--- config.mk ---
export PLATFORM = sky130hd
export DESIGN_NAME = pwm_demodulator_flat
export DESIGN_NICKNAME = d
export VERILOG_FILES = /design/src/rtl/pwm_demodulator_if.sv /design/src/rtl/pwm_demodulator.sv /design/src/flat_wrapper.sv
export SDC_FILE = /design/constraint.sdc
export NUM_CORES = 1
export LEC_CHECK = 0
export CAP_MARGIN = 40
export CORE_UTILIZATION = 45
export CTS_CLUSTER_SIZE = 30
export DETAILED_ROUTE_END_ITERATION = 8
export PLACE_DENSITY = 0.71
export SLEW_MARGIN = 20
export SYNTH_ARGS = -nofsm -noshare
export SYNTH_HDL_FRONTEND = slang
export SYNTH_SLANG_ARGS = --single-unit
export TNS_END_PERCENT = 1
--- constraint.sdc ---
create_clock -name clk -period 2.6 [get_ports clk]
set_clock_uncertainty 0.05 [all_clocks]
set_input_delay 0.52 -clock clk [delete_from_list [all_inputs] [get_ports clk]]
set_output_delay 0.52 -clock clk [all_outputs]
set_load 0.005 [all_outputs]
--- src/rtl/pwm_demodulator_if.sv ---
// Signal bundle between a PWM stream source and the demodulator that recovers
// one duty count per period.
interface pwm_demodulator_if #(
  parameter int unsigned DATA_WIDTH = 8
);
  logic                  pwm_in;
  logic [DATA_WIDTH-1:0] sample_data;
  logic                  sample_valid;
  logic                  locked;
  logic                  sync_err;

  modport master (
    output pwm_in,
    input  sample_data, sample_valid, locked, sync_err
  );

  modport slave (
    input  pwm_in,
    output sample_data, sample_valid, locked, sync_err
  );
endinterface

--- src/rtl/pwm_demodulator.sv ---
// Recovers the duty count D of a PWM stream (high for the first D of PWM_STEPS
// clocks) once per period, with framing lock and misaligned-edge detection.
module pwm_demodulator #(
  parameter int unsigned PWM_STEPS  = 255,
  parameter int unsigned DATA_WIDTH = 8
) (
  input  logic              clk,
  input  logic              rst,
  pwm_demodulator_if.slave  bus
);
  localparam int unsigned SLOT_W = $clog2(PWM_STEPS);
  localparam int unsigned TO_W   = $clog2(2 * PWM_STEPS);
  localparam logic [SLOT_W-1:0] SLOT_LAST = SLOT_W'(PWM_STEPS - 1);
  localparam logic [TO_W-1:0]   TO_LAST   = TO_W'(2 * PWM_STEPS - 1);

  typedef enum logic {HUNT, TRACK} state_t;

  state_t                state;
  logic                  sync1, pwm_s, pwm_d;
  logic                  rise;
  logic [SLOT_W-1:0]     slot;
  logic [DATA_WIDTH-1:0] acc;
  logic [DATA_WIDTH-1:0] pwm_s_ext;
  logic [TO_W-1:0]       to_cnt;
  logic [DATA_WIDTH-1:0] sample_data_r;
  logic                  sample_valid_r, locked_r, sync_err_r;

  assign rise      = pwm_s & ~pwm_d;
  assign pwm_s_ext = {{(DATA_WIDTH-1){1'b0}}, pwm_s};

  // slot holds the index of the cycle being sampled; acc is the count of high
  // cycles before it. Clearing acc at the period end is equivalent to
  // restarting it from the following slot-0 sample.
  always_ff @(posedge clk) begin
    if (rst) begin
      state          <= HUNT;
      sync1          <= 1'b0;
      pwm_s          <= 1'b0;
      pwm_d          <= 1'b0;
      slot           <= '0;
      acc            <= '0;
      to_cnt         <= '0;
      sample_data_r  <= '0;
      sample_valid_r <= 1'b0;
      locked_r       <= 1'b0;
      sync_err_r     <= 1'b0;
    end else begin
      sync1          <= bus.pwm_in;
      pwm_s          <= sync1;
      pwm_d          <= pwm_s;
      sample_valid_r <= 1'b0;
      sync_err_r     <= 1'b0;
      case (state)
        HUNT: begin
          if (rise) begin
            state  <= TRACK;
            slot   <= SLOT_W'(1);
            acc    <= DATA_WIDTH'(1);
            to_cnt <= '0;
          end else if (to_cnt == TO_LAST) begin
            state  <= TRACK;
            slot   <= '0;
            acc    <= '0;
            to_cnt <= '0;
          end else begin
            to_cnt <= to_cnt + 1'b1;
          end
        end
        TRACK: begin
          if (rise && (slot != '0)) begin
            sync_err_r <= 1'b1;
            locked_r   <= 1'b0;
            slot       <= SLOT_W'(1);
            acc        <= DATA_WIDTH'(1);
          end else if (slot == SLOT_LAST) begin
            sample_data_r  <= acc + pwm_s_ext;
            sample_valid_r <= 1'b1;
            locked_r       <= 1'b1;
            slot           <= '0;
            acc            <= '0;
          end else begin
            slot <= slot + 1'b1;
            acc  <= acc + pwm_s_ext;
          end
        end
        default: state <= HUNT;
      endcase
    end
  end

  assign bus.sample_data  = sample_data_r;
  assign bus.sample_valid = sample_valid_r;
  assign bus.locked       = locked_r;
  assign bus.sync_err     = sync_err_r;
endmodule

--- src/flat_wrapper.sv ---
// flat-port wrapper written by rule: the top's interface ports become plain ports
module pwm_demodulator_flat 
#(
  parameter int unsigned PWM_STEPS  = 255,
  parameter int unsigned DATA_WIDTH = 8
)
  (clk, rst, bus_pwm_in, bus_sample_data, bus_sample_valid, bus_locked, bus_sync_err);
  pwm_demodulator_if #(.DATA_WIDTH(DATA_WIDTH)) bus_i ();
  input  logic clk;
  input  logic rst;
  input wire logic [$bits(bus_i.pwm_in)-1:0] bus_pwm_in;
  output wire logic [$bits(bus_i.sample_data)-1:0] bus_sample_data;
  output wire logic [$bits(bus_i.sample_valid)-1:0] bus_sample_valid;
  output wire logic [$bits(bus_i.locked)-1:0] bus_locked;
  output wire logic [$bits(bus_i.sync_err)-1:0] bus_sync_err;
  assign bus_i.pwm_in = bus_pwm_in;
  assign bus_sample_data = bus_i.sample_data;
  assign bus_sample_valid = bus_i.sample_valid;
  assign bus_locked = bus_i.locked;
  assign bus_sync_err = bus_i.sync_err;
  pwm_demodulator #(.PWM_STEPS(PWM_STEPS), .DATA_WIDTH(DATA_WIDTH)) u_core (.clk(clk), .rst(rst), .bus(bus_i));
endmodule
Word-level counts from Yosys, hierarchy flattened
Index checks and enable logic that the tools add are counted. Widths: inputs -> output; s select.

Add/sub/neg operators: 3. Muxes and demuxes: 17. Reductions and logical operators: 7. Bitwise logic cells: 4. Eq/ne operators: 3.

Operators with widths (count): $mux 8 (6); $pmux 8 s2 (2); $mux 9 (2); $add 9x1->9 const B (1); $eq 9x9->1 const B (1); $add 8x1->8 (1); $add 8x1->8 const B (1); $eq 8x8->1 const B (1); $reduce_bool 8->1 (1); $mux 1 (7); $ne 3x1->1 const B (1); $not 1->1 (3); $reduce_and 3->1 (1); $reduce_or 3->1 (1); $reduce_and 2->1 (1); $reduce_bool 2->1 (1); $reduce_or 2->1 (1); $and 1x1->1 (1); $logic_and 1x1->1 (1).

Register bits: 40. Bits of input ports: 3. Logic and storage cells: 45. Output and inout port bits: 11.

Depth between registers and ports, before layout
Depth in word-level cells: 5. Mapped depth: 7. Mapped depth without buffers: 6.

Worst setup path after synthesis
OpenSTA, ideal clock, no wires.

Path kind: flip-flop to flip-flop. Start: register u_core.slot[0]. End: register u_core.sample_data_r[6] (netlist: u_core.bus.sample_data[6]). Setup time: 0.131 ns. Buffers on the path: 1. Path slack: 0.706 ns. Required time: 2.419 ns. Cell stages (with the launch flop): 8. Clock period less this slack: 1.894 ns. Data arrival time: 1.712 ns. Path through: dfxtp_1 -> inv_1 -> ha_1 -> or4b_4 -> o21a_4 -> buf_6 -> nor4_1 -> nor3_1.

Cells in the longest elaborated chain, start to end: 4. Elaborated cells between the ends (all ways): 5. Those cells by class: eq/ne: 1; bitwise: 1; reduce/logical: 3.

Ends and longest elaborated chain: from (decl) (RTL line pwm_demodulator.sv:21) `logic [SLOT_W-1:0] slot;`; from (signal assigned) (RTL line pwm_demodulator.sv:82) `slot <= slot + 1'b1;`; $reduce_bool 8->1 (RTL line pwm_demodulator.sv:70) `if (rise && (slot != '0)) begin`; $logic_and 1x1->1 (RTL line pwm_demodulator.sv:70); $not 1->1 (no line); $reduce_and 3->1 (no line) *; to (signal assigned) (RTL line pwm_demodulator.sv:76) `sample_data_r <= acc + pwm_s_ext;`; to (decl) (RTL line pwm_demodulator.sv:25) `logic [DATA_WIDTH-1:0] sample_data_r;`.

Every way passes the cells marked *; elsewhere a longest branch is shown, timed or not. A chain may end at the register's enable or synchronous reset.

Worst setup path after layout
Start: register u_core.slot[0]. End: register u_core.sample_data_r[7] (netlist: u_core.bus.sample_data[7]).

The elaborated chain is that of the path after synthesis.

==> flow_summary_export.csv <==
group,metric,value,unit
pwr,leakage,0.000815,uW
clock_tree,postCtsSetupBuffers,0,
timing,maxSlewHeadroom,0.624,
clock_tree,ctsHoldBuffers,0,
yosys,yosysWarnings,0,
clock_tree,cts_buffer_depth,2,
die,die_x,67.5,um
yosys,synth_top_area_cell,"dfxtp_1",
timing,tns,0,ns
detailed_routing,detailroute.via_count,1620,
die,die_y,67.5,um
yosys,synth_edf_count,0,
critical_path,critPathKind,"register to register",
min_path,hp-class,"register to register",
timing,fin_ws,0.435,ns
clock_tree,cts_root_buffer,"clkbuf_8",
clock_tree,htree_levels,2,
critical_path,critPathCaptureType,"register",
layout,drive_gt1_frac,0.116,
clock_tree,numCtsBuffers,5,
pwr,power_density,570,mW/mm^2
yosys,ys_ff_latch,40,
placed_design,port_buffers,13,
detailed_routing,vias_per_cell,5.91,
die,core,0.00406,mm^2
layout,diodes,0,
yosys,avgSynthCellArea,9.33,um^2
global_route,grt_max_degree,18,
yosys,async_flop_share,0,
timing,slew_violations,0,
yosys,syn_inst,207,
layout,final_cell_mix,"dfxtp_1 (40), nand2_1 (17), nand3_1 (13), clkdlybuf4s50_1 (13), a21oi_1 (12)",
detailed_routing,drcViolationCount,0,
placed_design,gp_congestion,0.801,
timing,setup_violations,0,
die,die_area,0.00456,mm^2
pwr,ir_worst_vdd,240,uV
layout,n_fill_cell,383,
critical_path,r2r_slack,0.44,ns
detailed_routing,firstDrtPassIters,4,
clock_tree,worst_skew_pair.late_latency,0.30,ns
timing,rsz0062_at_grt,"false",
yosys,synth_ff_type,"dfxtp_1",
timing,fin_crit_sh,0.833,
global_route,grt_util_all_layers,0.212,
yosys,yosysTopAreaCellShare,0.415,
layout,syn_to_final_growth,15.3,%
global_route,grt_pass1_vias,1508,
clock_tree,cts_resized,0,
timing,hold_violations,0,
critical_path,cp_data_arrival_time,2.31,ns
global_route,grt_pass1_wl,7.04,mm
yosys,synth_cell_types,48,
placed_design,dp_hpwl,2.91,mm
clock_tree,cts.reportedPaths.clkPinSlew,0.08,ns
timing,max_freq,0.462,GHz
critical_path,worstPathRequired,2.75,ns
critical_path,worstPathMaxFanout,12,
layout,nets,233,
detailed_routing,ant_nets,0,
timing,worst_slew_pin_slew,0.561,ns
die,rows,23,
placed_design,pre_cts_ws,0.430,ns
yosys,syn-cell-area,0.00193,mm^2
detailed_routing,routedWlPerCell,14.8,um
flow_run,drv_cap,0,
yosys,synthTopCellsByArea,"dfxtp_1 (41%), ha_1 (4.5%), a22o_1 (3.6%)",
clock_tree,cts_tree,"yes",
layout,layout_commonest_cell,"dfxtp_1",
die,io_pins,14,
yosys,synth_nets,217,
yosys,ys_seq_area_frac,0.415,
global_route,antenna_found_initial,0,
timing,fin_crit,2.16,ns
clock_tree,cts.sinks,40,
global_route,grt_overflow_total,0,
detailed_routing,drt_wl_total,4.05,mm
critical_path,crit_path_start_kind,"register",
outcome,status,"completed",
detailed_routing,drt_iter0_markers,129,
die,initial_utilization,0.476,
==> worst max-delay path, cell delays in order (launching register included) <==
cell and delay (ns):
dfxtp_1 0.39, inv_1 0.14, ha_1 0.15, or4b_4 0.48, o21ai_2 0.44, nand2_1 0.18
o211a_1 0.24
==> kinds of logic after synthesis <==
group	synth area share
xor gates and xnor gates	0.0408
muxes	0.0104
buffers and inverters	0.0402
AOI/OAI and AO/OA	0.234
DFF	0.415
adders and majority gates	0.0453
and+or+nand+nor	0.214
==> final timing paths <==
check | start | end | cells after the start
worst max register to register | u_core.slot[0] | u_core.bus.sample_data[7] | 6
worst min-delay path | u_core.sync1 | u_core.pwm_s | 1
worst max-delay path | u_core.slot[0] | u_core.bus.sample_data[7] | 6
worst min register to register | u_core.sync1 | u_core.pwm_s | 1
==> per-layer routing <==
metal | vias up | part of all wire | track usage | wire length [um]
met5 | - | 0 | 0 | 0
met4 | 0 | 0.017 | 0.0984 | 70
met3 | 7 | 0.038 | 0.0507 | 153
met2 | 30 | 0.44 | 0.321 | 1770
met1 | 781 | 0.51 | 0.281 | 2050
li1 | 802 | - | - | -
==> per-stage QoR <==
step	util	instances	total power (uW)	hold slack, ns	instance area [um^2]
2_1_floorplan	-	207	718	0.364	1930
3_3_place_gp	0.519	266	740	0.385	2110
3_5_place_dp	0.519	266	742	0.411	2110
4_1_cts	0.549	274	1280	0.424	2230
5_1_grt	0.549	274	1310	0.427	2230
6_report	0.549	274	1270	0.418	2230
==> cells in the mapped netlist (6+ instances only) <==
library cell / instances
a211oi_1: 6
a21oi_1: 12
a22o_1: 8
a31oi_1: 7
dfxtp_1: 40
ha_1: 7
inv_1: 6
nand2_1: 17
nand3_1: 13
nor2_1: 7
nor2b_1: 6
nor3_1: 6
xnor2_1: 6
==> sequential cells by signal, indices dropped and copies added (netlist names), 8 cells and up <==
name                    flops
u_core.to_cnt               9
u_core.acc                  8
u_core.bus.sample_data      8
u_core.slot                 8
==> power breakdown <==
| group | total, uW | switching (uW) | internal [uW] | leakage, uW |
|---|---|---|---|---|
| Clock | 544 | 230 | 314 | 0.0000614 |
| Sequential | 645 | 17.5 | 628 | 0.000324 |
| Combinational | 81.9 | 48.0 | 33.9 | 0.000430 |
| Total | 1270 | 295 | 976 | 0.000815 |
==> area by class of cell <==
cell class / count / area, um^2 / share of cell area
Multi-Input combinational cell: 152 / 1050 / 0.473
Sequential cell: 40 / 801 / 0.359
Timing Repair Buffer: 18 / 168 / 0.0752
Clock buffer: 6 / 82.6 / 0.0371
Tap cell: 50 / 62.6 / 0.0281
Clock inverter: 2 / 38.8 / 0.0174
Inverter: 6 / 22.5 / 0.0101
Power figures use the tool's default switching activity.
